`src/rtl/serial_subtractor_n.sv`:
```
// Bit-serial N-bit subtractor: diff = a - b - bi computed LSB first, one bit per clock,
// behind a start/busy/done handshake with a registered result and borrow-out.
module serial_subtractor_n #(
  parameter int N = 8
) (
  input  logic         clk,
  input  logic         rst,
  input  logic         start,
  input  logic [N-1:0] a,
  input  logic [N-1:0] b,
  input  logic         bi,
  output logic         busy,
  output logic         done,
  output logic [N-1:0] diff,
  output logic         bo
);
  // Handshake: start is accepted on a rising edge while in IDLE or DONE; it is
  // ignored during SHIFT. done is high for exactly one cycle when diff/bo update,
  // and diff/bo then hold until the next done or a reset.
  localparam int CW = (N > 1) ? $clog2(N) : 1;

  typedef enum logic [1:0] {IDLE, SHIFT, DONE} state_t;

  state_t         state;
  logic [N-1:0]   a_sr;
  logic [N-1:0]   b_sr;
  logic [N-1:0]   res_sr;
  logic           br;
  logic [CW-1:0]  cnt;

  logic           a0;
  logic           b0;
  logic           d;
  logic           br_next;
  logic [N:0]     res_cat;
  logic [N-1:0]   res_next;

  always_comb begin
    a0       = a_sr[0];
    b0       = b_sr[0];
    d        = a0 ^ b0 ^ br;
    br_next  = (~a0 & b0) | (~(a0 ^ b0) & br);
    // Concatenate then drop the LSB so the shift also works for N = 1.
    res_cat  = {d, res_sr};
    res_next = res_cat[N:1];
  end

  always_ff @(posedge clk) begin
    if (rst) begin
      state  <= IDLE;
      a_sr   <= '0;
      b_sr   <= '0;
      res_sr <= '0;
      br     <= 1'b0;
      cnt    <= '0;
      busy   <= 1'b0;
      done   <= 1'b0;
      diff   <= '0;
      bo     <= 1'b0;
    end else begin
      done <= 1'b0;
      case (state)
        IDLE, DONE: begin
          if (start) begin
            a_sr   <= a;
            b_sr   <= b;
            br     <= bi;
            res_sr <= '0;
            cnt    <= '0;
            busy   <= 1'b1;
            state  <= SHIFT;
          end else begin
            state  <= IDLE;
          end
        end
        SHIFT: begin
          a_sr   <= a_sr >> 1;
          b_sr   <= b_sr >> 1;
          res_sr <= res_next;
          br     <= br_next;
          cnt    <= cnt + CW'(1);
          if (cnt == CW'(N - 1)) begin
            state <= DONE;
            busy  <= 1'b0;
            done  <= 1'b1;
            diff  <= res_next;
            bo    <= br_next;
          end
        end
        default: state <= IDLE;
      endcase
    end
  end
endmodule

```
`config.mk`:
```
export PLATFORM = sky130hd
export DESIGN_NAME = serial_subtractor_n
export DESIGN_NICKNAME = d
export VERILOG_FILES = /design/src/rtl/serial_subtractor_n.sv
export SDC_FILE = /design/constraint.sdc
export NUM_CORES = 1
export LEC_CHECK = 0
export ABC_AREA = 0
export BUFFER_PORTS_ARGS = -buffer_cell sky130_fd_sc_hd__buf_2
export CAP_MARGIN = 20
export CORE_MARGIN = 5
export CORE_UTILIZATION = 40
export CTS_CLUSTER_SIZE = 16
export DETAILED_ROUTE_END_ITERATION = 10
export MAX_ROUTING_LAYER = met4
export PLACE_DENSITY_LB_ADDON = 0.12
export REMOVE_ABC_BUFFERS = 1
export SYNTH_ARGS = -nofsm -noshare
export SYNTH_HDL_FRONTEND = slang
export SYNTH_SLANG_ARGS = --single-unit
```
`constraint.sdc`:
```
create_clock -name clk -period 2.46 [get_ports clk]
set_input_delay 0.492 -clock clk [delete_from_list [all_inputs] [get_ports clk]]
set_output_delay 0.492 -clock clk [all_outputs]
set_load 0.005 [all_outputs]
```
### Word level (Yosys, flattened, before mapping)

Index checks and enable logic that the tools add are counted.

* register bits after elaboration: 41
* input port bits: 20
* output and inout port bits: 11
* logic and storage cells: 48

* add/sub/neg operators: 1
* equality and inequality tests: 5
* mux-type cells: 17
* bitwise gates (word level): 8
* reductions and logical operators: 7

Operators with widths (count)
* $pmux 8 s2: 3
* $mux 8: 3
* $pmux 3 s2: 1
* $mux 1: 5
* $ne 2x2->1 const B: 2
* $pmux 1 s2: 2
* $pmux 2 s2: 1
* $reduce_and 2->1: 2
* $reduce_or 2->1: 2
* $add 3x1->3 const B: 1
* $eq 3x3->1 const B: 1
* $mux 3: 1
* $not 1->1: 3
* $reduce_and 3->1: 1
* $and 1x1->1: 2
* $eq 2x1->1 const B: 1
* $eq 2x2->1 const B: 1
* $logic_not 2->1: 1
* $mux 2: 1
* $reduce_bool 2->1: 1
* $xor 1x1->1: 2
* $or 1x1->1: 1

### Depth between registers and ports, before layout

Gate-level depths: netlist of the first run.

* depth in word-level cells: 5
* depth in mapped cells: 6
* mapped depth without buffers: 5

### Worst setup path after synthesis of the first run

Ideal clock, no wire load.

* kind: reg-to-reg
* start: reg cnt[0]
* end: reg diff[2]
* setup time: 0.072 ns
* arrival time: 1.234 ns
* data required time: 2.388 ns
* path slack: 1.153 ns
* cell stages (with the launch flop): 7
* path buffers: 1
* clock period less this slack: 1.307 ns
* cell sequence: dfxtp_1 > ha_1 > ha_1 > nand3b_1 > clkbuf_1 > nand2_1 > a21oi_1

* word-level cells in the longest chain between the ends: 2

Ends and longest elaborated chain
* start, declared: RTL line 29 `logic [CW-1:0] cnt;`
* start signal, assigned: RTL line 81 `cnt <= cnt + CW'(1);`
* $eq 3x3->1: RTL line 82 `if (cnt == CW'(N - 1)) begin`
* $reduce_and 2->1 (no source line)
* end signal, assigned: RTL line 86 `diff <= res_next;`
* end, declared: RTL line 14 `output logic [N-1:0] diff,`

No other way between the ends.
A chain may end at the register's enable or synchronous reset.

### Worst setup path after layout of the first run

* start: reg state[1]
* end: reg br

* word-level cells in the longest chain between the ends: 4
* elaborated cells between the ends (all ways): 8
* those cells by class: 3 x eq/ne; 1 x mux; 4 x reduce/logical

Ends and longest elaborated chain
* start, declared: RTL line 24 `state_t state;`
* start signal, assigned: RTL line 50 `state <= IDLE;`
* start signal, assigned: RTL line 71 `state <= SHIFT;`
* start signal, assigned: RTL line 73 `state <= IDLE;`
* $eq 2x2->1 or $logic_not 2->1 (tied branches): RTL line 62 `case (state)`
* $reduce_or 2->1: RTL line 62
* $ne 2x2->1 (no source line) or $reduce_bool 2->1 (tied branches)
* $reduce_and 2->1 (no source line)
* end signal, assigned: RTL line 67 `br <= bi;`
* end signal, assigned: RTL line 80 `br <= br_next;`
* end, declared: RTL line 28 `logic br;`

Parallel ways exist; a longest one is shown, timed or not.

==> flow_summary.json, run 1 <==
{
  "synth_top_family_by_area": "simple AND/OR/NAND/NOR gates",
  "synth_xor_area_share_pct": 0,
  "gp_congestion": 0.772,
  "drc": 0,
  "synth-seq-cells": 40,
  "timing.final.crit_period_ns": 1.48,
  "track_usage_pct": 13.8,
  "design.core.area_um2": 3970,
  "hold_start": "a[7]",
  "p_comb_share_pct": 10.1,
  "whs_ns": 0.440,
  "yosys_warnings": 0,
  "ys_seq_area_share_pct": 49.0,
  "hold_class": "in2reg",
  "synth-simple-area-share_pct": 23.9,
  "fin_skew_ns": 0.00514,
  "ctsHoldBuffers": 0,
  "io-pin-count": 31,
  "viasPerCell": 5.03,
  "place_area_um2": 1790,
  "drtIter0Drc": 80,
  "synthCells": 195,
  "drv_slew": 0,
  "synth.top_cell.area_share_pct": 49.0,
  "cts-root-buf": "clkbuf_8",
  "setup_violations": 0,
  "max_freq_mhz": 677,
  "n_fill_cell": 405,
  "post_synth_main_area_contributors": "dfxtp_1 49%, nand2_1 13%, a21oi_1 6.7%, a311oi_2 5.5%, nor2_1 4.4%",
  "intPower_mw": 1.14,
  "yosys.area.top_type": "dfxtp_1",
  "nets": 241,
  "die_h_um": 73.9,
  "layout_common_cells": "55 x nand2_1, 40 x dfxtp_1, 30 x buf_2",
  "clkPwrFrac_pct": 42.1,
  "start_util_pct": 41.1,
  "avgSynthCellArea_um2": 8.38,
  "h-tree-depth": 2,
  "post_cts_resized": 0,
  "port_buffers": 30,
  "worstReg2RegEnd": "br",
  "critPathKind": "reg2reg",
  "final_hold_viol_count": 0,
  "finalWirelength_um": 3200,
  "holdPathEnd": "a_sr[7]",
  "gr-total-overflow": 0,
  "syn_to_final_growth_pct": 17.2,
  "p_sw_share_pct": 22.0,
  "cts_tree": "done",
  "crit_path_end_kind": "flip-flop",
  "tns_ns": 0,
  "diodes": 0,
  "finalCritPeriodShare_pct": 60.1,
  "synthMuxAreaShare_pct": 0,
  "final_common_cell": "nand2_1",
  "grt_max_degree": 41,
  "required_ns": 2.60,
  "wl_per_cell_um": 11.9,
  "dieArea_um2": 5460,
  "drive_above_1_share_pct": 21.1,
  "reg2regPathDepth": 4,
  "cts_buffers": 5,
  "syn_area_um2": 1630,
  "path_clk_slew_ns": 0.08,
  "pwr-share-seq_pct": 47.8,
  "hold_depth": 3,
  "antenna_found_initial": 0,
  "clock_path_buffers": 2,
  "synth_adder_area_share_pct": 2.76,
  "vdd_drop_max_uv": 475,
  "worstReg2RegStart": "state[1]",
  "cp-start-kind": "flip-flop",
  "grt_pass1_vias": 1314,
  "core.rowCount": 23,
  "maxCapViolations": 0,
  "status": "finished, final reports clean",
  "dpl.hpwl_um": 2180,
  "arrival_ns": 1.62,
  "synth_compound_area_share_pct": 18.0,
  "fin_area_um2": 1910,
  "yosysUniqueCellTypes": 21,
  "grt_pass1_wl_um": 5630,
  "r2r_slack_ns": 0.98,
  "tightest_slew_ns": 0.738,
  "clock-sinks": 40,
  "cellPowerDensity_nw_per_um2": 763,
  "rsz0062_at_grt": "no",
  "worstPathMaxFanout": 32,
  "die_w_um": 73.9,
  "cts_setup_buffers": 0,
  "netSwitchingPower_mw": 0.321,
  "drt-pass1-iter-count": 4,
  "vias": 1349,
  "relSlewSlack_pct": 50.8,
  "clk_latency_ns": 0.29,
  "leakage_nw": 0.759,
  "ant_nets": 0
}
-- synthesized netlist by cell type (all sizes together) --
cell type / number
clkbuf: 6
a311oi: 14
dfxtp: 40
nand3b: 1
inv: 2
ha: 2
nor2: 19
a21oi: 22
nand2: 55
buf: 11
and3b: 1
a211oi: 1
nand3: 13
o21a: 1
fa: 1
nor2b: 2
a2bb2oi: 1
nand2b: 3
-- worst max path at each step --
stage,start,to,slack [ns]
global route,state[1],a_sr[5],0.86
detailed placement,start,b_sr[5],1.01
CTS,state[1],a_sr[5],0.99
finish,state[1],br,0.98
global placement,state[1],br,1.03
floorplan,state[1],a_sr[1],0.79
-- power by group through the flow --
stage / logic (mW) / registers [mW] / clock network (mW)
after detailed placement: 0.150 / 0.712 / 0
after global placement: 0.145 / 0.712 / 0
final: 0.148 / 0.698 / 0.615
after global routing: 0.170 / 0.702 / 0.667
after CTS: 0.150 / 0.698 / 0.633
after floorplan: 0.0928 / 0.708 / 0
-- per-stage QoR --
| step | util (%) | std cells | setup WS [ns] | power (mW) |
|---|---|---|---|---|
| 2_1_floorplan | - | 178 | 0.790 | 0.801 |
| 3_3_place_gp | 45.0 | 261 | 1.03 | 0.856 |
| 3_5_place_dp | 45.0 | 261 | 1.01 | 0.863 |
| 4_1_cts | 48.2 | 268 | 0.992 | 1.48 |
| 5_1_grt | 48.2 | 268 | 0.855 | 1.54 |
| 6_report | 48.2 | 268 | 0.983 | 1.46 |
-- worst max-delay path: stages, from the launching register on --
cell,delay [ns]
dfxtp_1,0.37
nand2b_1,0.44
buf_12,0.26
a2bb2oi_1,0.17
a21oi_1,0.08
-- state kept, by name, summed over array words and instances (netlist names), 2 cells and up --
signal	count
a_sr	8
b_sr	8
diff	8
res_sr	7
cnt	3
state	2
-- cell families after synthesis --
family | count (synthesis)
and+or+nand+nor | 94
AOI/OAI and AO/OA | 39
buffers and inverters | 19
adders and majority gates | 3
DFF | 40
-- final cells by class --
class                   count  area, um2  area share [%]
flip-flops and latches     40        801            41.8
multi-input cells         136        729            38.1
repair buffers             33        185            9.67
clock buffers               5       68.8            3.59
well taps                  50       62.6            3.27
clock inverters             2       60.1            3.14
inverters                   2       7.51           0.392
-- routing by layer --
layer	vias to the layer above	share of wire, %	track usage, %
li1	698	-	-
met1	616	43	14.9
met2	27	49	22.6
met3	8	6.1	5.47
met4	0	1.9	5.63
met5	-	0	-
Note: power is estimated with default switching activity, not from simulation.
==> run 2: changes to the inputs <==
Settings changed: ABC_AREA 0 to 1.
Clock period 2.46 ns to 1.42 ns, I/O delays scaled along.
==> run 2 against run 1 <==
Compared with the run above: sequential cell count unchanged; die area rose by 4.6%; register-to-register slack worse by 0.83 ns; global-route usage increased by 1.0 points; highest routed layer unchanged.
==> flow_summary.json, run 2 <==
{
  "p_sw_share_pct": 27.3,
  "avgSynthCellArea_um2": 7.55,
  "top_regs": "a_sr: 8 flops, b_sr: 8 flops, diff: 8 flops",
  "r2r_slack_ns": 0.15,
  "ys.flop_type": "dfxtp_1",
  "io-pin-count": 31,
  "fin_skew_ns": 0.00812,
  "worstPathMaxFanout": 8,
  "setup_violations": 0,
  "tns_ns": 0,
  "clkPwrFrac_pct": 32.4,
  "cts-root-buf": "clkbuf_8",
  "synth.top_cell.area_share_pct": 46.5,
  "design.core.area_um2": 4090,
  "core.rowCount": 23,
  "h-tree-depth": 2,
  "critPathKind": "reg2reg",
  "synth-seq-cells": 40,
  "grt_pass1_vias": 1383,
  "track_usage_pct": 14.9,
  "required_ns": 1.66,
  "antenna_found_initial": 0,
  "crit_path_end_kind": "flip-flop",
  "netSwitchingPower_mw": 0.626,
  "synthArstFlopShare_pct": 0,
  "yosys-top-cells-count": "48 x nand3_1, 44 x nand2_1, 40 x dfxtp_1",
  "final_common_cell": "nand3_1",
  "dieArea_um2": 5710,
  "intPower_mw": 1.67,
  "post_synth_main_area_contributors": "dfxtp_1 47%, nand3_1 14%, nand2_1 9.6%, inv_1 4.8%, nor2_1 4.1%",
  "start_util_pct": 42.1,
  "vias": 1490,
  "drt-pass1-iter-count": 5,
  "cellPowerDensity_nw_per_um2": 1130,
  "drc": 0,
  "rsz0062_at_grt": "no",
  "timing.final.crit_period_ns": 1.27,
  "hold_class": "in2reg",
  "vdd_drop_max_uv": 543,
  "cts_tree": "done",
  "port_buffers": 30,
  "finalWirelength_um": 3550,
  "syn_area_um2": 1720,
  "regArea_um2": 803,
  "setup_slack_ns": 0.148,
  "yosys_warnings": 0,
  "status": "finished, final reports clean",
  "gr-total-overflow": 0,
  "p_comb_share_pct": 15.0,
  "grt_pass1_wl_um": 6240,
  "yosysUniqueCellTypes": 21,
  "final_hold_viol_count": 0,
  "syn_to_final_growth_pct": 17.7,
  "n_fill_cell": 427,
  "clock-sinks": 40,
  "pwr-share-seq_pct": 52.5,
  "diodes": 0,
  "leakage_nw": 0.960,
  "max_freq_mhz": 786,
  "cp-start-kind": "flip-flop",
  "yosys.area.top_type": "dfxtp_1",
  "wl_per_cell_um": 11.3,
  "viasPerCell": 4.76,
  "nets": 285,
  "clock_path_buffers": 2,
  "grt_max_degree": 29,
  "cts_setup_buffers": 0,
  "maxCapViolations": 0,
  "arrival_ns": 1.51,
  "gp_congestion": 0.751,
  "layout_common_cells": "48 x nand3_1, 44 x nand2_1, 38 x dfxtp_1",
  "dpl.hpwl_um": 2430,
  "ant_nets": 0,
  "drtIter0Drc": 117,
  "clk_latency_ns": 0.30,
  "drive_above_1_share_pct": 22.1,
  "finalCritPeriodShare_pct": 89.6,
  "synth_edf_count": 0,
  "path_clk_slew_ns": 0.08,
  "tightest_slew_ns": 0.208,
  "synthCells": 228,
  "whs_ns": 0.213,
  "cts_buffers": 5,
  "drv_slew": 0,
  "pre_cts_ws_ns": 0.0986,
  "synth.most_common_cell": "nand3_1",
  "ys_seq_area_share_pct": 46.5,
  "die_h_um": 75.6,
  "die_w_um": 75.6,
  "relSlewSlack_pct": 86.0,
  "multi_input_area_um2": 731
}
[run 2: per-stage QoR]
step / std cells / util (%) / instance area (um2) / total power [mW]
2_1_floorplan: 215 / - / 1620 / 1.44
3_3_place_gp: 305 / 47.3 / 1930 / 1.58
3_5_place_dp: 305 / 47.3 / 1930 / 1.58
4_1_cts: 313 / 49.4 / 2020 / 2.32
5_1_grt: 313 / 49.5 / 2020 / 2.44
6_report: 313 / 49.5 / 2020 / 2.29
[run 2: routing by layer]
| metal | vias up | global-route usage (%) | wire length [um] |
|---|---|---|---|
| met1 | 660 | 19.0 | 1790 |
| met2 | 24 | 22.0 | 1520 |
| met3 | 7 | 4.09 | 164 |
| li1 | 799 | - | - |
| met4 | 0 | 6.41 | 70 |
| met5 | - | - | 0 |
[run 2: final timing paths]
path / start / end / cells after the start
setup / recovery: cnt[0] / diff[5] / 8
setup reg to reg: cnt[0] / diff[5] / 8
hold reg to reg: cnt[0] / cnt[0] / 1
hold / removal: b[4] / b_sr[4] / 3
[run 2: critical path: stages (launching register included)]
cell	delay [ns]
dfxtp_2	0.34
ha_1	0.15
ha_2	0.20
inv_1	0.06
nor2_2	0.11
nand2_1	0.10
inv_2	0.13
nand2_1	0.06
nand2_1	0.06
[run 2: logic make-up (layout without fill, tap and decap cells)]
kind of cell,after synthesis,after routing,synth area share [%]
AO/OA/AOI/OAI,17,17,5.09
flip-flops,40,40,46.5
adder cells (fa/ha/maj),3,3,2.62
AND/OR/NAND/NOR,131,131,34.6
buffers and inverters,37,72,11.1
[run 2: repair_timing]
item,CTS,global route
setup endpoints to repair,0,7
hold buffers,0,0
gates resized for setup,0,3
[run 2: area by class of cell]
| class | instances | share of cell area, % |
|---|---|---|
| flip-flops and latches | 40 | 39.7 |
| multi-input cells | 151 | 36.1 |
| repair buffers | 40 | 12.4 |
| inverters | 24 | 4.45 |
| clock buffers | 5 | 3.40 |
| well taps | 50 | 3.09 |
| clock inverters | 3 | 0.927 |
[run 2: power groups by stage]
stage                     combinational, mW  sequential [mW]  clock, mW
final                                 0.345             1.21      0.744
after global routing                  0.400             1.21      0.824
after CTS                             0.350             1.21      0.769
after detailed placement              0.348             1.23          0
after global placement                0.349             1.23          0
after floorplan                       0.214             1.23          0
